$ cat src/rtl/mmio_arbiter.sv
// Round-robin arbiter and sequencer for two masters sharing the MMIO slave bus.
// One transaction at a time; decode misses and hung slaves end with an error response.
module mmio_arbiter #(
    parameter logic [15:0] TIMEOUT  = 16'd255,
    parameter logic [31:0] ERR_DATA = 32'hDEAD_BEEF
) (
    input  logic        sys_clk,
    input  logic        rst,

    input  logic        m0_read,
    input  logic        m0_write,
    input  logic [31:0] m0_addr,
    input  logic [31:0] m0_wdata,
    output logic        m0_done,
    output logic [31:0] m0_rdata,
    output logic        m0_err,

    input  logic        m1_read,
    input  logic        m1_write,
    input  logic [31:0] m1_addr,
    input  logic [31:0] m1_wdata,
    output logic        m1_done,
    output logic [31:0] m1_rdata,
    output logic        m1_err,

    output logic        bus_read,
    output logic        bus_write,
    output logic [31:0] bus_addr,
    output logic [31:0] bus_wdata,
    input  logic        bus_work,
    input  logic        bus_done,
    input  logic [31:0] bus_rdata
);

    typedef enum logic [1:0] {
        IDLE = 2'd0,
        BUSY = 2'd1,
        RESP = 2'd2
    } state_t;

    state_t      state;
    state_t      state_nxt;
    logic        last_grant;
    logic        last_grant_nxt;
    logic        gnt;
    logic        gnt_nxt;
    logic [15:0] cnt;
    logic [15:0] cnt_nxt;
    logic [31:0] resp_rdata;
    logic [31:0] resp_rdata_nxt;
    logic        resp_err;
    logic        resp_err_nxt;
    logic        bus_read_nxt;
    logic        bus_write_nxt;
    logic [31:0] bus_addr_nxt;
    logic [31:0] bus_wdata_nxt;
    logic        req0;
    logic        req1;
    logic        sel1;

    assign req0 = m0_read | m0_write;
    assign req1 = m1_read | m1_write;
    // master 1 wins only when alone, or on a tie when master 0 was served last
    assign sel1 = req1 & (~req0 | ~last_grant);

    always_ff @(posedge sys_clk or posedge rst) begin
        if (rst) begin
            state <= IDLE;
        end else begin
            state <= state_nxt;
        end
    end

    always_ff @(posedge sys_clk or posedge rst) begin
        if (rst) begin
            last_grant <= 1'b1;
            gnt        <= 1'b0;
            cnt        <= '0;
            resp_rdata <= '0;
            resp_err   <= 1'b0;
            bus_read   <= 1'b0;
            bus_write  <= 1'b0;
            bus_addr   <= '0;
            bus_wdata  <= '0;
        end else begin
            last_grant <= last_grant_nxt;
            gnt        <= gnt_nxt;
            cnt        <= cnt_nxt;
            resp_rdata <= resp_rdata_nxt;
            resp_err   <= resp_err_nxt;
            bus_read   <= bus_read_nxt;
            bus_write  <= bus_write_nxt;
            bus_addr   <= bus_addr_nxt;
            bus_wdata  <= bus_wdata_nxt;
        end
    end

    always_comb begin
        state_nxt      = state;
        last_grant_nxt = last_grant;
        gnt_nxt        = gnt;
        cnt_nxt        = cnt;
        resp_rdata_nxt = resp_rdata;
        resp_err_nxt   = resp_err;
        bus_read_nxt   = bus_read;
        bus_write_nxt  = bus_write;
        bus_addr_nxt   = bus_addr;
        bus_wdata_nxt  = bus_wdata;

        case (state)
            IDLE: begin
                if (req0 | req1) begin
                    gnt_nxt        = sel1;
                    last_grant_nxt = sel1;
                    bus_addr_nxt   = sel1 ? m1_addr : m0_addr;
                    bus_wdata_nxt  = sel1 ? m1_wdata : m0_wdata;
                    // a request with both read and write high is issued as a read
                    bus_read_nxt   = sel1 ? m1_read : m0_read;
                    bus_write_nxt  = sel1 ? (m1_write & ~m1_read) : (m0_write & ~m0_read);
                    cnt_nxt        = '0;
                    state_nxt      = BUSY;
                end
            end
            BUSY: begin
                if (bus_done) begin
                    resp_rdata_nxt = bus_read ? bus_rdata : '0;
                    resp_err_nxt   = 1'b0;
                    bus_read_nxt   = 1'b0;
                    bus_write_nxt  = 1'b0;
                    state_nxt      = RESP;
                end else if (((cnt == '0) && !bus_work) || (cnt == TIMEOUT)) begin
                    resp_rdata_nxt = bus_read ? ERR_DATA : '0;
                    resp_err_nxt   = 1'b1;
                    bus_read_nxt   = 1'b0;
                    bus_write_nxt  = 1'b0;
                    state_nxt      = RESP;
                end else begin
                    cnt_nxt = cnt + 16'd1;
                end
            end
            RESP: begin
                state_nxt = IDLE;
            end
            default: begin
                state_nxt = IDLE;
            end
        endcase
    end

    assign m0_done  = (state == RESP) & ~gnt;
    assign m1_done  = (state == RESP) & gnt;
    assign m0_rdata = m0_done ? resp_rdata : '0;
    assign m1_rdata = m1_done ? resp_rdata : '0;
    assign m0_err   = m0_done & resp_err;
    assign m1_err   = m1_done & resp_err;

endmodule
$ cat config.mk
export PLATFORM = sky130hd
export DESIGN_NAME = mmio_arbiter
export DESIGN_NICKNAME = d
export VERILOG_FILES = /design/src/rtl/mmio_arbiter.sv
export SDC_FILE = /design/constraint.sdc
export NUM_CORES = 1
export LEC_CHECK = 0
export ABC_AREA = 1
export CORE_UTILIZATION = 37
export DETAILED_ROUTE_END_ITERATION = 10
export GPL_ROUTABILITY_DRIVEN = 0
export HOLD_SLACK_MARGIN = 0.15
export PLACE_DENSITY = 0.78
export SKIP_LAST_GASP = 1
export SLEW_MARGIN = 20
export SYNTH_ARGS = -nofsm -noshare
export SYNTH_HDL_FRONTEND = slang
export SYNTH_SLANG_ARGS = --single-unit
$ cat constraint.sdc
create_clock -name sys_clk -period 3.4 [get_ports sys_clk]
set_input_delay 0.51 -clock sys_clk [delete_from_list [all_inputs] [get_ports sys_clk]]
set_output_delay 0.51 -clock sys_clk [all_outputs]
set_load 0.005 [all_outputs]
# Word level (Yosys, flattened, before mapping)
# Index checks and enable logic that the tools add are counted.
[totals] ff_bits=119 input_bits=168 out_inout_bits=134 word_cells=72
[classes] n_addsub=1 eq_ne=7 muxes=26 n_bitwise=16 n_reduce_logical=12
[op_table] operator="32-bit two-way mux" count=8
[op_table] operator="16-bit two-way mux" count=3
[op_table] operator="16-bit one-hot mux with 2 select lines" count=1
[op_table] operator="16-bit by 1-bit adder with 16-bit output (second input constant)" count=1
[op_table] operator="16-bit by 8-bit equality test with 1-bit output (second input constant)" count=1
[op_table] operator="16-bit zero test" count=1
[op_table] operator="1-bit two-way mux" count=8
[op_table] operator="1-bit bitwise AND" count=7
[op_table] operator="2-bit two-way mux" count=3
[op_table] operator="2-bit inequality test (second input constant)" count=3
[op_table] operator="2-bit AND reduction" count=3
[op_table] operator="1-bit NOT" count=5
[op_table] operator="1-bit OR" count=4
[op_table] operator="1-bit one-hot mux with 2 select lines" count=2
[op_table] operator="2-bit one-hot mux with 2 select lines" count=1
[op_table] operator="4-bit AND reduction" count=1
[op_table] operator="2-bit nonzero test" count=2
[op_table] operator="3-bit inequality test (second input constant)" count=1
[op_table] operator="3-bit AND reduction" count=1
[op_table] operator="2-bit by 1-bit equality test with 1-bit output (second input constant)" count=1
[op_table] operator="2-bit equality test (second input constant)" count=1
[op_table] operator="2-bit zero test" count=1
[op_table] operator="1-bit logical AND" count=1
[op_table] operator="1-bit zero test" count=1
[op_table] operator="1-bit logical OR" count=1

# Depth between registers and ports, before layout
# Gate-level depths: netlist (run 1).
[depth] word_depth=7 ltp_mapped=13 depth_no_buf=11

# Worst setup path after synthesis (run 1)
# Ideal clock, no wire load.
[synth_path] path_type="register -> output" start="reg state[1]" end="out m1_rdata[10]" arrival_time_ns=1.125 required_time_ns=2.890 slack_ns=1.765 stages_incl_launch_ff=6 n_path_buf=1 cell_sequence="dfrtp_1 -> inv_1 -> nor3_1 -> inv_1 -> clkbuf_1 -> nor2_1"
[synth_via] elab_chain_cells=3
[synth_rtl] item="from (decl)" line_no="41" rtl="state_t state;"
[synth_rtl] item="from (signal assigned)" line_no="70" rtl="state <= state_nxt;"
[synth_rtl] item="2-bit equality test" line_no="151" rtl="assign m1_done = (state == RESP) & gnt;"
[synth_rtl] item="1-bit bitwise AND" line_no="151"
[synth_rtl] item="net m1_done" line_no="22" rtl="output logic m1_done,"
[synth_rtl] item="32-bit two-way mux" line_no="153" rtl="assign m1_rdata = m1_done ? resp_rdata : '0;"
[synth_rtl] item="to (decl)" line_no="23" rtl="output logic [31:0] m1_rdata,"
# The timed path passes the listed nets, and every way through them passes these cells.

# Final worst setup path (run 1)
[layout_path] start="reg state[1]" end="out m1_rdata[22]"
[layout_via] elab_chain_cells=3
[layout_rtl] item="2-bit equality test" line_no="151"
[layout_rtl] item="1-bit bitwise AND" line_no="151"
[layout_rtl] item="32-bit two-way mux" line_no="153"
# Every way passes these cells.

==> results.md, run 1 <==
* Adder-Cell Fraction of Synth Area at 0.411%
* Fin crit period at 2.91 ns
* Final period utilization at 85.6%
* IO Port Bufs at 301
* Library cells used by synthesis at 29
* F_max at 0.344 GHz
* Largest fanout on the critical path at 33
* Number of synthesis warnings at 0
* Worst setup SP type: register
* Clock Pin Slew Worst Setup and Hold Paths at 0.05 ns
* Maximum capacitance violations at 0
* Pin count of the biggest net entering global routing at between 50 and 60
* Hold WS at 0.467 ns
* Row count at 46
* Syn_area_per_cell at ~7.3 sq um
* Clock tree skew after final layout at 0.0169 ns
* Slew @ Worst Pin at 0.979 ns
* WL/cell at 15.1 microns
* Total track usage at 23.7%
* Core Footprint at 16000 sq um
* Fin nets at 1283
* Internal reg-to-reg setup slack at 1.46 ns
* Top Ports at 302
* Cell depth of the worst flop-to-flop path at 5
* Final Hold Viols at 0
* Dpl hpwl at 14700 microns
* Initial antenna violation count at 0
* Layout area overhead at 61.2%
* Worst Setup End Kind: output port
* DIE WIDTH at 130 microns
* DR pass1 iterations at 5
* Number of diodes at 0
* Die Y at about 130 microns
* Final setup TNS at 0 ns
* Final ANT Viol Nets at 0
* Slew headroom at about a third
* Via/cell ratio at a little under 5
* DRT iter0 DRCs at around 400
* Root buf cell: clkbuf_16
* CTS tree: done
* Worst EP required at 2.89 ns
* FF/Latch Area at 2980 sq um
* Sequential-to-total area share from yosys stat at 48.9%
* Peak VDD IR at 418 uV
* Total Die Area at 17000 sq um
* CTS Buf Count at 17
* First-pass GRT wire length at 31000 microns
* RSZ-0062 raised after global routing: false
* Mapped Area at 6090 sq um
* H-tree Lvls at 4
* Xor and xnor fraction of the mapped netlist area at 0.144%
* Filler cells at 1447
* Largest family of logic cells by synthesized area: simple AND/OR/NAND/NOR gates
* CTS max path bufs at 2
* Gr ovfl total at 0
* Multiplexer share of the synthesized area at 0%
* Multi-input logic area at 2640 sq um
* Critical Path AT at approximately 2.4 ns
* Routed Wire Length at around 20000 microns
* Synth Area in Simple Gates at 25.9%
* Setup Fix Bufs, Post-CTS at 0
* Pwr dens at 762 nW/um^2
* Syn_nets at 999
* Status: finished, final reports clean
* Worst setup path class: register to output port
* Endpoints failing setup at 0
* Complex-gate fraction of the synthesized area at 16.7%
* Yosys reg bits at 119
* Latest clock arrival within the worst-skew pair at between 0.4 and 0.5 ns
* HP Class: input pin to async pin
* Resized cells post-CTS at 0
* Vias at 6542
* Vias in the first global route at 6138
* Worst R2R End: bus_wdata[6]
* Leakage power at 4.16 nW
* Final slew viol count at 0
* Fraction of layout cells with a size suffix above 1 at 5.42%
* Hold-fix buffers at CTS at 0
* Drc violations at 0
* Initial Util at 38.0%
* Sink Count at 119
* Post-Syn Instances at 829
* Worst flop-to-flop path startpoint: last_grant
==> worst max-delay path by stage <==
stage                        start            end  slack, ns  cells after the start
final                     state[1]   m1_rdata[22]       0.49                      5
after global routing      state[1]   m1_rdata[10]       0.30                      5
after CTS                 state[1]    m1_rdata[6]       0.48                      5
after detailed placement   m1_read    bus_addr[2]       0.84                      8
after global placement     m1_read  bus_wdata[18]       0.90                      8
after floorplan                rst    bus_addr[0]       1.44                      1
==> routing by layer <==
metal  up-vias  wire length (microns)  GRT usage [%]
li1       3208                      -              -
met1      3015                   7980           28.6
met2       295                   9920           39.6
met3        24                   1890           7.79
met4         0                    420           8.07
met5         -                      0              0
==> critical path: stages, from the launching register on <==
cell	delay (ns)
dfrtp_1	0.35
inv_1	0.09
nor3_1	0.30
inv_1	0.48
nor2_1	0.25
clkdlybuf4s50_1	0.54
==> placed cells by master, fill, tap and decap left out, drive strengths merged <==
master	count
nor3b	1
buf	14
nor2	163
xor2	1
inv	66
clkinvlp	3
dfstp	1
nand4	2
ha	2
o21ai	65
nand3	27
a211oi	1
clkinv	2
clkbuf	28
a21oi	132
nand2	192
clkdlybuf4s50	301
dfrtp	118
nor3	7
==> state kept, by name, summed over array words and instances, names as in the netlist <==
name and cells:
resp_rdata 32, bus_read 1, state 2, bus_write 1, last_grant 1, bus_addr 32, bus_wdata 32, cnt 16
resp_err 1, gnt 1
==> kinds of logic (layout without fill, tap and decap cells) <==
group / Yosys count / after routing
AND/OR/NAND/NOR: 392 / 392
adder cells (fa/ha/maj): 2 / 2
buffers and inverters: 117 / 414
XOR/XNOR: 1 / 1
flip-flops: 119 / 119
AO/OA/AOI/OAI: 198 / 198
==> area by class of cell <==
type                            instances  share of cell area [%]
Sequential cell                       119                    30.4
Inverter                               67                    2.60
Timing Repair Buffer                  315                    32.2
Multi-Input combinational cell        593                    26.9
Tap cell                              216                    2.75
Clock buffer                           28                    4.96
Clock inverter                          4                   0.255
==> synthesized netlist by cell type <==
| cell | n | share of area, % |
|---|---|---|
| nand2_1 | 185 | 11 |
| nor2_1 | 160 | 9.9 |
| a21oi_1 | 132 | 11 |
| dfrtp_1 | 118 | 49 |
| inv_1 | 66 | 4.1 |
| o21ai_0 | 50 | 4.1 |
| nand3_1 | 26 | 2.1 |
| clkbuf_1 | 22 | 1.4 |
| buf_2 | 12 | 0.99 |
| buf_1 | 11 | 0.68 |
| o21ai_1 | 9 | 0.74 |
| nor3_1 | 7 | 0.58 |
| nand2_2 | 6 | 0.62 |
| o21ai_2 | 6 | 0.86 |
| buf_6 | 3 | 0.55 |
| ha_1 | 2 | 0.41 |
| nand4_1 | 2 | 0.21 |
| a211oi_1 | 1 | 0.12 |
| buf_4 | 1 | 0.12 |
| clkbuf_2 | 1 | 0.082 |
| dfstp_2 | 1 | 0.43 |
| inv_2 | 1 | 0.062 |
| nand2_4 | 1 | 0.18 |
| nand3_2 | 1 | 0.16 |
| nor2_2 | 1 | 0.10 |
| nor2_4 | 1 | 0.18 |
| nor2_8 | 1 | 0.33 |
| nor3b_1 | 1 | 0.12 |
| xor2_1 | 1 | 0.14 |
==> metrics by stage <==
step | instances | util [%] | worst slack [ns] | instance area (sq um) | power [W]
floorplan | 829 | - | 1.44 | 6090 | 0.00421
global placement | 1310 | 58.1 | 0.897 | 9300 | 0.00584
detailed placement | 1310 | 58.1 | 0.837 | 9300 | 0.00591
CTS | 1342 | 61.3 | 0.484 | 9810 | 0.00753
global route | 1342 | 61.3 | 0.302 | 9810 | 0.00806
finish | 1342 | 61.3 | 0.491 | 9810 | 0.00748
==> where the power goes <==
part | total (W) | leakage, nW | switching, W | internal [W]
logic | 0.00353 | 2.47 | 0.00191 | 0.00162
registers | 0.00237 | 1.45 | 0.000340 | 0.00203
clock network | 0.00158 | 0.243 | 0.000611 | 0.000967
Power figures use the tool's default switching activity.
==> inputs of run 2 (changes only) <==
--- a/config.mk
+++ b/config.mk
@@ -10,7 +10,7 @@
 export DETAILED_ROUTE_END_ITERATION = 10
 export GPL_ROUTABILITY_DRIVEN = 0
 export HOLD_SLACK_MARGIN = 0.15
-export PLACE_DENSITY = 0.78
+export PLACE_DENSITY = 0.89
 export SKIP_LAST_GASP = 1
 export SLEW_MARGIN = 20
 export SYNTH_ARGS = -nofsm -noshare
==> run 2 against run 1 <==
Effect of this change: sequential power hardly changed; global-route usage up 0.11 points; via count increased by 2.5%; clock power increased by 17%; worst hold slack improved by 0.0082 ns; non-clock buffer count fell by 2; wire length increased by 1.6%; core utilization is 0.52 points higher; power rose by 4.6%; critical path depth is the same; register-to-register slack got worse by 0.06 ns; clock skew shrank 0.0083 ns; largest cell class unchanged.
==> results.md, run 2 (synthesis results as in run 1) <==
* Internal at 0.00484 W
* Status: finished, final reports clean
* Cell depth of the worst flop-to-flop path at 7
* Sink Count at roughly 120
* Most frequent cell on the critical path: inv_1
* Final ANT Viol Nets at 0
* Worst setup SP type: register
* Biggest regs: bus_addr (32), bus_wdata (32), resp_rdata (32)
* Via/cell ratio at 5.00
* Vias at 6707
* H-tree Lvls at 4
* Crit path largest cell delay at around 0.56 ns
* Final slew viol count at 0
* Leading cell type in the layout, fill and taps excluded: clkdlybuf4s50_1
* Vias in the first global route at 6477
* Resized cells post-CTS at 0
* Fin crit period at 3.00 ns
* Fraction of layout cells with a size suffix above 1 at just under 6%
* Hold-fix buffers at CTS at 0
* Peak VDD IR at ~480 uV
* HP Class: register to register
* Maximum capacitance violations at 0
* Dpl hpwl at around 15000 microns
* CTS Buf Count at 17
* FF/Latch Area at approximately 3000 sq um
* Slew @ Worst Pin at 0.990 ns
* Logic pwr share at 46.0%
* Clock tree skew after final layout at 0.00861 ns
* Crit-path slowest cell: clkdlybuf4s50_1
* Worst EP required at 2.89 ns
* Largest delay share family, worst path: buffers and inverters
* Clock share of power at 23.6%
* Largest fanout on the critical path at 33
* Leakage power at about 4.2 nW
* Final Hold Viols at 0
* DIE WIDTH at around 130 microns
* Buf/Inv on CP at 3
* CP Cell Sequence: inv_1 > nor3_1 > inv_1 > nor2_1 > clkdlybuf4s50_1
* CTS tree: done
* Total track usage at 23.8%
* First-pass GRT wire length at 31300 microns
* DR pass1 iterations at 5
* Setup Fix Bufs, Post-CTS at 0
* Internal reg-to-reg setup slack at 1.40 ns
* Worst R2R End: bus_read
* Slew headroom at between 30% and 40%
* Drc violations at 0
* CTS max path bufs at 2
* Top Ports at 302
* Final setup TNS at 0 ns
* Initial antenna violation count at 1
* Clock Pin Slew Worst Setup and Hold Paths at 0.05 ns
* Worst setup endpoint: m1_rdata[18]
* Fin nets at approximately 1300
* Latest clock arrival within the worst-skew pair at 0.41 ns
* Switching part of the total at 38.2%
* Worst flop-to-flop path startpoint: last_grant
* Sw Pwr at 0.00298 W
* Pwr Total at just under 0.008 W
* Pwr dens at 790 nW/um^2
* Total Die Area at 17000 sq um
* Row count at 46
* Hold WS at 0.475 ns
* Final period utilization at between 80% and 90%
* Multi-input logic area at 2640 sq um
* Die Y at 130 microns
* Pin count of the biggest net entering global routing at between 80 and 90
* Flop pwr share at 30.4%
* Worst Setup End Kind: output port
* Routed Wire Length at 20500 microns
* WP depth at 5
* Root buf cell: clkbuf_16
* Initial Util at 38.0%
* Critical Path AT at 2.49 ns
* Filler cells at 1310
* IO Port Bufs at 301
* DRT iter0 DRCs at 339
* WL/cell at 15.3 microns
* Layout area overhead at 62.6%
* Endpoints failing setup at 0
* Worst setup path class: register to output port
* Gr ovfl total at 0
* Leading cell types in the layout, fill and taps excluded: 301 x clkdlybuf4s50_1, 185 x nand2_1, 160 x nor2_1
* Core Footprint at ~16000 sq um
* F_max at ~0.33 GHz
* RSZ-0062 raised after global routing: false
* Worst setup path start: state[1]
run 2: cell types whose count changed in the layout (fill, tap and decap cells not counted), sizes merged:
cell,delta
clkbuf,-7
bufinv,+3
buf,-2
clkinv,+2
inv,+2
diode,+1
run 2: final cells by class:
type | instances | area share, %
Clock buffer | 21 | 4.65
Timing Repair Buffer | 313 | 31.7
Sequential cell | 119 | 30.1
Inverter | 67 | 2.58
Multi-Input combinational cell | 593 | 26.7
Antenna cell | 1 | 0.0253
Clock inverter | 11 | 1.48
Tap cell | 216 | 2.73
run 2: worst min-delay path, cell delays in order (launching register included):
cell and delay (ns):
dfstp_2 0.37, nand2_1 0.06, nand2_1 0.05
run 2: worst min path at each step:
stage | cells after the start | from | end | slack [ns]
2_1_floorplan | 2 | last_grant | last_grant | 0.45
3_3_place_gp | 2 | resp_rdata[29] | resp_rdata[29] | 0.47
3_5_place_dp | 2 | last_grant | last_grant | 0.47
4_1_cts | 2 | last_grant | last_grant | 0.48
5_1_grt | 2 | last_grant | last_grant | 0.49
6_report | 2 | last_grant | last_grant | 0.48
run 2: power by group through the flow:
stage	Sequential, W	Combinational, W	Clock, W
after detailed placement	0.00238	0.00357	0
after CTS	0.00238	0.00360	0.00187
after floorplan	0.00236	0.00184	0
after global placement	0.00235	0.00345	0
after global routing	0.00244	0.00400	0.00195
final	0.00238	0.00359	0.00185
run 2: per-layer routing:
metal	track usage [%]	vias up	part of all wire (%)
li1	-	3213	-
met4	12.7	0	4.3
met3	7.09	53	9.0
met1	27.5	3113	37
met2	39.8	328	50
met5	0	-	0
run 2: metrics by stage:
stage               instances  utilization (%)  area (sq um)  worst slack [ns]
finish                   1341             61.9          9900             0.399
global route             1341             61.9          9900             0.213
CTS                      1340             61.8          9890             0.397
detailed placement       1308             58.0          9290             0.869
global placement         1308             58.0          9290             0.948
floorplan                 829                -          6090              1.44
